===== config.mk =====
export PLATFORM = sky130hd
export DESIGN_NAME = div_ring_sequencer
export DESIGN_NICKNAME = d
export VERILOG_FILES = /design/src/rtl/div_ring_sequencer.sv
export SDC_FILE = /design/constraint.sdc
export NUM_CORES = 1
export LEC_CHECK = 0
export ABC_CLOCK_PERIOD_IN_PS = 4600
export BUFFER_PORTS_ARGS = -buffer_cell sky130_fd_sc_hd__buf_4
export CORE_MARGIN = 1
export CORE_UTILIZATION = 45
export CTS_CLUSTER_SIZE = 24
export DETAILED_ROUTE_END_ITERATION = 16
export GPL_TIMING_DRIVEN = 0
export MAX_ROUTING_LAYER = met4
export PLACE_DENSITY = 0.71
export SLEW_MARGIN = 10
export SYNTH_ARGS = -nofsm -noshare
export SYNTH_HDL_FRONTEND = slang
export SYNTH_SLANG_ARGS = --single-unit

===== constraint.sdc =====
create_clock -name clk -period 4.6 [get_ports clk]
set_clock_uncertainty 0.2 [all_clocks]
set_input_delay 0.46 -clock clk [delete_from_list [all_inputs] [get_ports clk]]
set_output_delay 0.46 -clock clk [all_outputs]
set_load 0.005 [all_outputs]

===== src/rtl/div_ring_sequencer.sv =====
// div_ring_sequencer: shares one restoring divider across the rotating pairs A/B, B/C, C/D, D/A
module div_ring_sequencer #(
  parameter int WIDTH = 8
) (
  input  logic                 clk,
  input  logic                 rst,
  input  logic                 start,
  input  logic [WIDTH-1:0]     A,
  input  logic [WIDTH-1:0]     B,
  input  logic [WIDTH-1:0]     C,
  input  logic [WIDTH-1:0]     D,
  input  logic [3:0]           pair_en,
  output logic                 busy,
  output logic                 done,
  output logic [1:0]           cur_pair,
  output logic [4*WIDTH-1:0]   quot,
  output logic [4*WIDTH-1:0]   rem,
  output logic [3:0]           error
);
  localparam int CW = $clog2(WIDTH + 1);
  typedef enum logic [2:0] {IDLE, CHECK, DIV, STORE, DONE} state_t;
  state_t state, state_n;
  logic [WIDTH-1:0] ops [4];
  logic [WIDTH-1:0] qr [4];
  logic [WIDTH-1:0] rr [4];
  logic [3:0] en;
  logic [1:0] idx;
  logic [WIDTH:0] r, r_sh;
  logic [WIDTH-1:0] q, dvd, dvs;
  logic [CW-1:0] cnt;
  logic ge, last, skip;
  // pair i divides operand i by operand i+1, wrapping D back to A
  assign dvd = ops[idx];
  assign dvs = ops[idx + 2'd1];
  assign r_sh = {r[WIDTH-1:0], q[WIDTH-1]};
  assign ge = r_sh >= {1'b0, dvs};
  assign last = cnt == CW'(WIDTH - 1);
  assign skip = !en[idx] || dvs == '0;
  assign busy = state != IDLE;
  assign done = state == DONE;
  assign cur_pair = idx;
  assign quot = {qr[3], qr[2], qr[1], qr[0]};
  assign rem = {rr[3], rr[2], rr[1], rr[0]};
  always_ff @(posedge clk)
    state <= rst ? IDLE : state_n;
  always_comb begin
    state_n = state;
    if (state == IDLE) state_n = start ? CHECK : IDLE;
    else if (state == CHECK) state_n = !skip ? DIV : idx == 2'd3 ? DONE : CHECK;
    else if (state == DIV) state_n = last ? STORE : DIV;
    else if (state == STORE) state_n = idx == 2'd3 ? DONE : CHECK;
    else state_n = IDLE;
  end
  always_ff @(posedge clk) begin
    if (rst) begin
      ops <= '{default: '0};
      qr <= '{default: '0};
      rr <= '{default: '0};
      en <= '0;
      idx <= '0;
      r <= '0;
      q <= '0;
      cnt <= '0;
      error <= '0;
    end else begin
      case (state)
        IDLE: if (start) begin
          ops <= '{A, B, C, D};
          en <= pair_en;
          qr <= '{default: '0};
          rr <= '{default: '0};
          error <= '0;
          idx <= '0;
        end
        CHECK: begin
          if (skip) idx <= idx + 2'd1;
          if (en[idx] && dvs == '0) begin
            qr[idx] <= '1;
            rr[idx] <= dvd;
            error[idx] <= 1'b1;
          end
          r <= '0;
          q <= dvd;
          cnt <= '0;
        end
        DIV: begin
          r <= ge ? r_sh - {1'b0, dvs} : r_sh;
          q <= {q[WIDTH-2:0], ge};
          cnt <= cnt + 1'b1;
        end
        STORE: begin
          qr[idx] <= q;
          rr[idx] <= r[WIDTH-1:0];
          error[idx] <= 1'b0;
          idx <= idx + 2'd1;
        end
        default: ;
      endcase
    end
  end
endmodule


After elaboration in Yosys (flattened, before gate mapping)
Cells that the tools add are included.

storage, ports and cells
  bits in read-only memories = 0
  bits in writable memories = 0
  memories = 0
  latch bits = 0
  bits in registers = 129
  word-level logic and storage cells = 94

operators by class
  reduce and logical (&&, ||, !) cells = 13
  eq/ne operators = 9
  multiplexer cells = 38
  shift-type cells = 0
  add/subtract/negate cells = 3
  $lt $le $gt $ge = 6
  bitwise logic cells = 6
  div/mod/pow operators = 0
  multipliers = 0

operator list
  operator                                                                count
  32-bit one-hot mux with 3 select lines                                  2
  32-bit bitwise mux                                                      3
  32-bit two-way mux                                                      3
  8-bit two-way mux                                                       6
  8-bit binary-select mux with 2-bit select                               2
  32-bit bitwise OR                                                       1
  8-bit one-hot mux with 2 select lines                                   2
  3-bit two-way mux                                                       6
  8-bit demux with 2-bit select                                           1
  4-bit one-hot mux with 3 select lines                                   1
  9-bit by 8-bit greater-or-equal comparator with 1-bit output            1
  8-bit zero test                                                         1
  4-bit two-way mux                                                       2
  4-bit one-hot mux with 2 select lines                                   1
  8-bit subtractor                                                        1
  3-bit by 2-bit equality test with 1-bit output (second input constant)  2
  3-bit greater-or-equal comparator (second input constant)               2
  2-bit inverter with 3-bit output                                        2
  2-bit one-hot mux with 3 select lines                                   1
  3-bit AND reduction                                                     2
  3-bit nonzero test                                                      2
  4-bit by 1-bit adder with 4-bit output (second input constant)          1
  4-bit bitwise AND                                                       1
  4-bit by 3-bit equality test with 1-bit output (second input constant)  1
  21 further kinds                                                        28

Longest topological paths before layout
Gate-level depths: netlist of the first run.

  depth after elaboration = 10
  gate-level depth with buffers = 16
  depth with buffers taken out = 13

Worst setup path after synthesis of the first run
Ideal clock, no wire load.

  path type = reg-to-reg
  start = register idx[0] (netlist: cur_pair[0])
  end = register r[1]
  stages on the path, launching flop included = 15
  data arrival time = 3.879 ns
  slack = 0.396 ns
  clock period less this slack = 4.204 ns
  path buffers = 4
  path through = dfxtp_1 -> buf_4 -> buf_1 -> inv_1 -> ha_1 -> clkbuf_1 -> mux4_2 -> inv_1 -> ha_1 -> a21o_1 -> a2111oi_0 -> o31a_1 -> buf_1 -> mux2i_1 -> o21ai_0

on the way
  longest elaborated chain between the ends = 8
  elaborated cells on any way between the ends = 9
  those cells by class = add/sub: 2; order compare: 1; mux: 5; bitwise: 1

RTL lines
  element                                                                                           RTL line  source
  start: declaration                                                                                27        logic [1:0] idx;
  start signal: assignment                                                                          76        if (skip) idx <= idx + 2'd1;
  start signal: assignment                                                                          95        idx <= idx + 2'd1;
  2-bit by 1-bit adder with 2-bit output (*)                                                        34        assign dvs = ops[idx + 2'd1];
  2-bit inverter with 3-bit output (not written as such) (*)                                        34
  8-bit binary-select mux with 2-bit select (*)                                                     34
  8-bit two-way mux (not written as such) (*) (2 in series)                                         34
  8-bit subtractor or 9-bit by 8-bit greater-or-equal comparator with 1-bit output (tied branches)  87, 36
  8-bit two-way mux (*)                                                                             87        r <= ge ? r_sh - {1'b0, dvs} : r_sh;
  8-bit one-hot mux with 2 select lines (*)                                                         66        case (state)
  end signal: assignment                                                                            87
  end: declaration                                                                                  28        logic [WIDTH:0] r, r_sh;

Every way passes the cells marked *; elsewhere a longest branch is shown, timed or not. The select of a mux whose other input is x is not followed.
A chain may end at the register's enable or synchronous reset.

Worst setup path in the final report of the first run
  start = register idx[0] (netlist: cur_pair[0])
  end = register qr (netlist bit quot[1])

on the way
  longest elaborated chain between the ends = 9
  elaborated cells on any way between the ends = 21
  those cells by class = add/sub: 1; order compare: 2; eq/ne: 1; mux: 10; bitwise: 3; reduce/logical: 4

RTL lines
  element                                                            RTL line  source
  2-bit by 1-bit adder with 2-bit output                             34
  2-bit inverter with 3-bit output (not written as such)             34
  8-bit binary-select mux with 2-bit select                          34
  8-bit two-way mux (not written as such) (2 in series)              34
  8-bit zero test                                                    77        if (en[idx] && dvs == '0) begin
  1-bit logical AND                                                  77
  2-bit by 1-bit inequality test with 1-bit output (no source line)  --
  3-bit AND reduction (no source line)                               --
  end signal: indexed assignment                                     92        qr[idx] <= q;
  end: declaration                                                   24        logic [WIDTH-1:0] qr [4];

Parallel ways exist; a longest one is shown, timed or not. The select of a mux whose other input is x is not followed.

==> results of run 1 <==
[final timing paths]
check	slack, ns	from	depth (start not counted)	endpoint
worst min-delay path	0.09	pair_en[2]	3	en[2]$_SDFFE_PP0P_
worst max register to register	0.24	cur_pair[0]$_SDFFE_PP0P_	12	quot[1]$_SDFFE_PP0P_
worst min register to register	0.25	rem[3]$_SDFFE_PP0P_	2	rem[3]$_SDFFE_PP0P_
worst max-delay path	0.24	cur_pair[0]$_SDFFE_PP0P_	12	quot[1]$_SDFFE_PP0P_
[cell usage in the layout (no fill, tap or decap), types with 8 or more instances in the layout]
cell type    n
mux4_2      17
a21oi_1     54
o2bb2ai_1   34
nand3_1      8
mux2i_1     12
inv_1       17
o21ai_1     20
clkbuf_1    26
buf_4      112
nand2_1    122
ha_1        13
dfxtp_1    129
clkbuf_16   17
o21ai_0     36
nor2_1      42
[power groups by stage]
stage / registers [W] / clock network (W) / logic [W]
floorplan: 0.00123 / 0 / 0.000449
global placement: 0.00124 / 0 / 0.000588
detailed placement: 0.00124 / 0 / 0.000605
CTS: 0.00122 / 0.00137 / 0.000605
global route: 0.00123 / 0.00143 / 0.000673
finish: 0.00122 / 0.00136 / 0.000610
[stage by stage]
step / cells / hold WS (ns) / instance area [um2]
CTS: 899 / 0.08711 / 7123
global placement: 868 / 0.2366 / 6528
finish: 899 / 0.09472 / 7131
global route: 899 / 0.09216 / 7131
floorplan: 611 / 0.2331 / 5518
detailed placement: 868 / 0.2421 / 6528
[per-layer routing]
layer  share of wire, %  vias up
met5                  0        -
met4                1.4        0
met3                5.2       16
met2                 49      170
met1                 45     2355
li1                   -     2421
[flip-flops by register name, indices dropped and copies added, names as in the netlist]
signal,flops
ops,32
state,3
cur_pair,2
quot,32
rem,32
error,4
q,8
cnt,4
en,4
r,8
[worst max-delay path, stage by stage, from the launching register on]
cell and delay, ns:
dfxtp_1 0.40, buf_4 0.25, buf_2 0.34, inv_1 0.15, ha_1 0.30, clkbuf_1 0.40
mux4_2 0.34, or4_1 0.19, nor3_4 0.08, a311oi_1 1.08, buf_2 0.39, nand2_1 0.08
o21ai_0 0.08
[kinds of logic (layout without fill, tap and decap cells)]
| family | Yosys count | count (layout) |
|---|---|---|
| XOR/XNOR | 7 | 7 |
| flip-flops | 129 | 129 |
| AND/OR/NAND/NOR | 203 | 203 |
| buffers and inverters | 54 | 195 |
| adder cells (fa/ha/maj) | 14 | 14 |
| AO/OA/AOI/OAI | 175 | 175 |
| multiplexers | 29 | 29 |
[final cells by class]
class / instances / area (um2) / area share [%]
clock inverters: 15 / 172.7 / 2.421
well taps: 147 / 183.9 / 2.579
repair buffers: 110 / 825.8 / 11.58
multi-input cells: 428 / 2725 / 38.22
inverters: 17 / 63.81 / 0.8949
plain buffers: 36 / 151.4 / 2.123
clock buffers: 17 / 425.4 / 5.966
flip-flops and latches: 129 / 2582 / 36.22
[what timing repair did]
item                                    in CTS  in global routing
endpoints found under the hold margin        0                  0
gates resized for setup                      1                  2
endpoints found under the setup margin      49                 17
hold buffers                                 0                  0
==> impl_results.md, run 1 <==
- Status: finished clean
- Crit path time final: 4.361 ns
- # IOs: 111
- Req. time, crit path: 4.73 ns
- PortBufs: 110
- Antenna violations before repair: 0
- Synth Warn #: 0
- Total track usage: 24.57%
- Final Max Tran Viols: 0
- Rel. slew slack: 12.18%
- Post-DP HPWL: 11090 um
- Commonest register cell after synthesis: dfxtp_1
- Synth Area in Adders: 3.311%
- Clk pin slew, worst setup/hold paths: 0.06 ns
- Total wire length: 14640 um
- Synth Cell Area: 0.005518 mm2
- Crit path kind: reg -> reg
- Fraction of registers with async set/reset: 0%
- CTS root buf: clkbuf_16
- Top cell type by total area after synthesis: dfxtp_1
- Startpoint Class: flop
- Top Usage Layer GRT: met2
- Clock share of power: 42.7%
- Mapped Cells: 611
- Synth area leaders: dfxtp_1, nand2_1, mux4_2
- Finish-stage setup viols: 0
- Nets@finish: 792
- Final Util: 59.61%
- Clock Latency Late Sink: 0.41 ns
- Fin crit share: 94.81%
- Initial Utilization: 46.13%
- Post-CTS Setup Bufs: 0
- Largest net degree at the start of global routing: 17
- FILL cells: 1032
- Layout cells sized above 1: 23.80%
- Vias in the first global route: 4825
- Critical path data arrival time: 4.50 ns
- Seq/Total Area, Yosys: 46.80%
- Setup TNS Final: 0 ns
- Global routing usage on met3: 4.339%
- Synth Net Count: 664
- Unique masters post-synth: 45
- Crit end category: flop
- Tot Pwr: 0.003191 W
- Via Count: 4962
- Final worst-path setup slack: 0.2387 ns
- Max Cap Violations: 0
- DIE WIDTH: 112.7 um
- Net Sw Frac: 29.87%
- EDFF count, synth: 0
- Routability congestion estimate: 0.9468
- Drt pass-1 iters: 5
- Vias per Instance: 5.519
- CTS Buffer Depth: 2
- Avg Inst Size Synth: 9.031 um2
- First-pass GRT wire length: 23800 um
- # DRC: 0
- Drt wl/cell: 16.28 um
- Core area: 0.01196 mm2
- Antenna viol nets, final: 0
- Met1 Use GR: 30.05%
- Peak supply drop: 0.2096 mV
- Yosys reg bits: 129
- Crit-path max FO: 10
- Main combinational cell family by area after synthesis: compound AO/OA/AOI/OAI gates
- Total congestion overflow: 0
- Hold Crit Class: in -> reg
- Power per cell area: 447.5 mW/mm2
- Top achievable clock speed: 229.3 MHz
- Met2 Usage GRT: 40.70%
- Int Power: 0.002238 W
- Synth Area in Compound Gates: 19.66%
- RSZ-0062 raised after global routing: false
- Ant. Diodes: 0
- Area share of and/or/nand/nor cells after synthesis: 16.05%
- CTS tree: done
- P&R area growth vs syn: 29.23%
- DIE HEIGHT: 112.7 um
- H-Tree Depth: 4
- # clock sinks: 129
- Detailed router's first-iteration violation count: 255
- Place WS: -0.3636 ns
- Count leader, synth: dfxtp_1
- Seq pwr share: 38.2%
- Synth top cells by count: dfxtp_1, nand2_1, a21oi_1
- Multiplexer share of the synthesized area: 9.116%
- Worst-Margin Slew: 1.308 ns
- Rows: 40
- Psw: 0.0009532 W
- Die area: 0.01271 mm2
- Pleak: 2.994 nW
- Final Hold Viols: 0
- CTS buffer count: 17
- Yosys top cell area share: 46.80%
- Xor and xnor area share after synthesis: 1.111%
- Combinational power share: 19.1%
Power figures use the tool's default switching activity.
==> run 2: changes to the inputs <==
CORE_ASPECT_RATIO = 2   (was not set)
REMOVE_ABC_BUFFERS = 1   (was not set)
==> impl_results.md, run 2 (synthesized netlist as in run 1, its figures left out) <==
- Status: finished clean (unchanged)
- CP max stage cell: dfxtp_1 (was a311oi_1)
- CTS buffer count: 17 (unchanged)
- Crit-path max FO: 14 (was 10)
- Post-route cell area: 0.007087 mm2 (was 0.007131 mm2)
- Rows: 56 (was 40)
- Crit-path cells: inv_1, ha_1, mux4_2, inv_1, ha_1, a21o_1, a2111oi_0, o31a_1, mux2i_1, o21ai_0 (was buf_4, buf_2, inv_1, ha_1, clkbuf_1, mux4_2, or4_1, nor3_4, a311oi_1, buf_2, nand2_1, o21ai_0)
- Met1 Wirelength: 5176 um (was 6527 um)
- Cell Area, Placed: 0.006459 mm2 (was 0.006528 mm2)
- Top achievable clock speed: 231.1 MHz (was 229.3 MHz)
- Crit-path leading delay family: compound AO/OA/AOI/OAI gates (was buffers and inverters)
- Req. time, crit path: 4.69 ns (was 4.73 ns)
- DIE WIDTH: 80.30 um (was 112.7 um)
- Max Cap Violations: 0 (unchanged)
- Drt pass-1 iters: 5 (unchanged)
- Seq pwr share: 38.3% (was 38.2%)
- Fin crit share: 94.08% (was 94.81%)
- # DRC: 0 (unchanged)
- Net Sw Frac: 27.70% (was 29.87%)
- Most frequent cells in the layout: dfxtp_1, nand2_1, buf_4, a21oi_1, nor2_1 (unchanged)
- Detailed router's first-iteration violation count: 184 (was 255)
- Crit path time final: 4.327 ns (was 4.361 ns)
- First-pass GRT wire length: 22850 um (was 23800 um)
- CTS Buffer Depth: 2 (unchanged)
- # clock sinks: 129 (unchanged)
- Hold WS: 0.09019 ns (was 0.09472 ns)
- CTS root buf: clkbuf_16 (unchanged)
- CTS tree: done (unchanged)
- Vias per Instance: 5.529 (was 5.519)
- Worst-Margin Slew: 1.149 ns (was 1.308 ns)
- Startpoint Class: flop (unchanged)
- # IOs: 111 (unchanged)
- Clock Latency Late Sink: 0.42 ns (was 0.41 ns)
- Via Count: 4788 (was 4962)
- Power per cell area: 457.1 mW/mm2 (was 447.5 mW/mm2)
- Tot Pwr: 0.003239 W (was 0.003191 W)
- P&R area growth vs syn: 28.44% (was 29.23%)
- Layout cells sized above 1: 24.69% (was 23.80%)
- Ant. Diodes: 0 (unchanged)
- Finish-stage setup viols: 0 (unchanged)
- Post-CTS Setup Bufs: 0 (unchanged)
- WP buf/inv: 2 (was 5)
- RSZ-0062 raised after global routing: false (unchanged)
- Largest net degree at the start of global routing: 49 (was 17)
- Int Power: 0.002342 W (was 0.002238 W)
- Setup TNS Final: 0 ns (unchanged)
- PortBufs: 110 (unchanged)
- Critical path data arrival time: 4.42 ns (was 4.50 ns)
- Vias in the first global route: 4738 (was 4825)
- Crit end category: flop (unchanged)
- Die area: 0.01274 mm2 (was 0.01271 mm2)
- Routability congestion estimate: 0.9175 (was 0.9468)
- Psw: 0.0008973 W (was 0.0009532 W)
- Total track usage: 24.14% (was 24.57%)
- Initial Utilization: 46.60% (was 46.13%)
- Rel. slew slack: 23.19% (was 12.18%)
- Final Util: 59.85% (was 59.61%)
- Combinational power share: 18.0% (was 19.1%)
- H-Tree Depth: 4 (unchanged)
- Post-DP HPWL: 10580 um (was 11090 um)
- Antenna violations before repair: 0 (unchanged)
- Hold Crit Class: in -> reg (unchanged)
- Peak supply drop: 0.3309 mV (was 0.2096 mV)
- Commonest non-fill, non-tap cell in the layout: dfxtp_1 (unchanged)
- Critical Path Max Stage Delay: 0.77 ns (was 1.08 ns)
- Final Max Tran Viols: 0 (unchanged)
- Antenna viol nets, final: 0 (unchanged)
- Total wire length: 14020 um (was 14640 um)
- Total congestion overflow: 0 (unchanged)
- Crit path kind: reg -> reg (unchanged)
- Nets@finish: 762 (was 792)
- Met3 WL: 556 um (was 765 um)
- DR top layer: met4 (unchanged)
- Final Hold Viols: 0 (unchanged)
- Core area: 0.01184 mm2 (was 0.01196 mm2)
- Clock share of power: 43.8% (was 42.7%)
- Pleak: 2.979 nW (was 2.994 nW)
- Clk pin slew, worst setup/hold paths: 0.06 ns (about the same)
- Drt wl/cell: 16.18 um (was 16.28 um)
- Metal2 WL: 8005 um (was 7135 um)
- DIE HEIGHT: 158.6 um (was 112.7 um)
==> run 2: cell count changes in the layout (fill, tap and decap cells not counted), moves of 2 or more <==
| cell | delta |
|---|---|
| bufinv_16 | +2 |
| clkbuf_1 | -25 |
| inv_6 | -4 |
| nor3_1 | -3 |
| buf_4 | +3 |
| nor3_2 | +3 |
| buf_2 | -7 |
| inv_8 | -2 |
==> run 2: repair_timing <==
| action | CTS | global route |
|---|---|---|
| endpoints found under the setup margin | 58 | 5 |
| gates resized for setup | 1 | 1 |
| hold buffers | 0 | 0 |
| pin swaps | 0 | 0 |
==> run 2: final timing paths <==
kind,from,to,slack [ns],cells past startpoint
max,cur_pair[1]$_SDFFE_PP0P_,r[5]$_SDFFE_PP0P_,0.27,10
min,B[3],ops[19]$_SDFFE_PP0P_,0.09,3
max reg2reg,cur_pair[1]$_SDFFE_PP0P_,r[5]$_SDFFE_PP0P_,0.27,10
min reg2reg,quot[30]$_SDFFE_PP0P_,quot[30]$_SDFFE_PP0P_,0.25,2
==> run 2: worst register-to-register path, delay by kind of cell, from the launching register on <==
family / cells / cell delay (ns)
flip-flops: 1 / 0.77
AO/OA/AOI/OAI: 4 / 1.43
buffers and inverters: 2 / 0.25
multiplexers: 2 / 0.69
adder cells (fa/ha/maj): 2 / 0.88
==> run 2: cell type report <==
cell class | count | area [um2]
flip-flops and latches | 129 | 2586
multi-input cells | 428 | 2756
inverters | 17 | 63.81
repair buffers | 116 | 874.6
well taps | 145 | 181.4
clock buffers | 19 | 442.9
clock inverters | 12 | 181.4
fillers | 1024 | 4755
==> run 2: through the flow <==
stage / instances / setup slack, ns
6_report: 866 / 0.2725
5_1_grt: 866 / 0.02501
4_1_cts: 866 / 0.2059
3_5_place_dp: 835 / -0.3009
3_3_place_gp: 829 / -0.7198
2_1_floorplan: 574 / 0.6717
==> run 2: power by group through the flow <==
stage                     clock (W)  sequential (W)  combinational, W
after floorplan                   0         0.00124          0.000409
after global placement            0         0.00126          0.000546
after detailed placement          0         0.00126          0.000579
after CTS                   0.00143         0.00124          0.000582
after global routing        0.00149         0.00125          0.000648
final                       0.00142         0.00124          0.000582
==> run 2: per-layer routing <==
layer,track usage (%),vias up
met1,24.52,2267
met3,4.642,24
met2,44.77,140
li1,-,2357
met5,-,-
met4,9.099,0
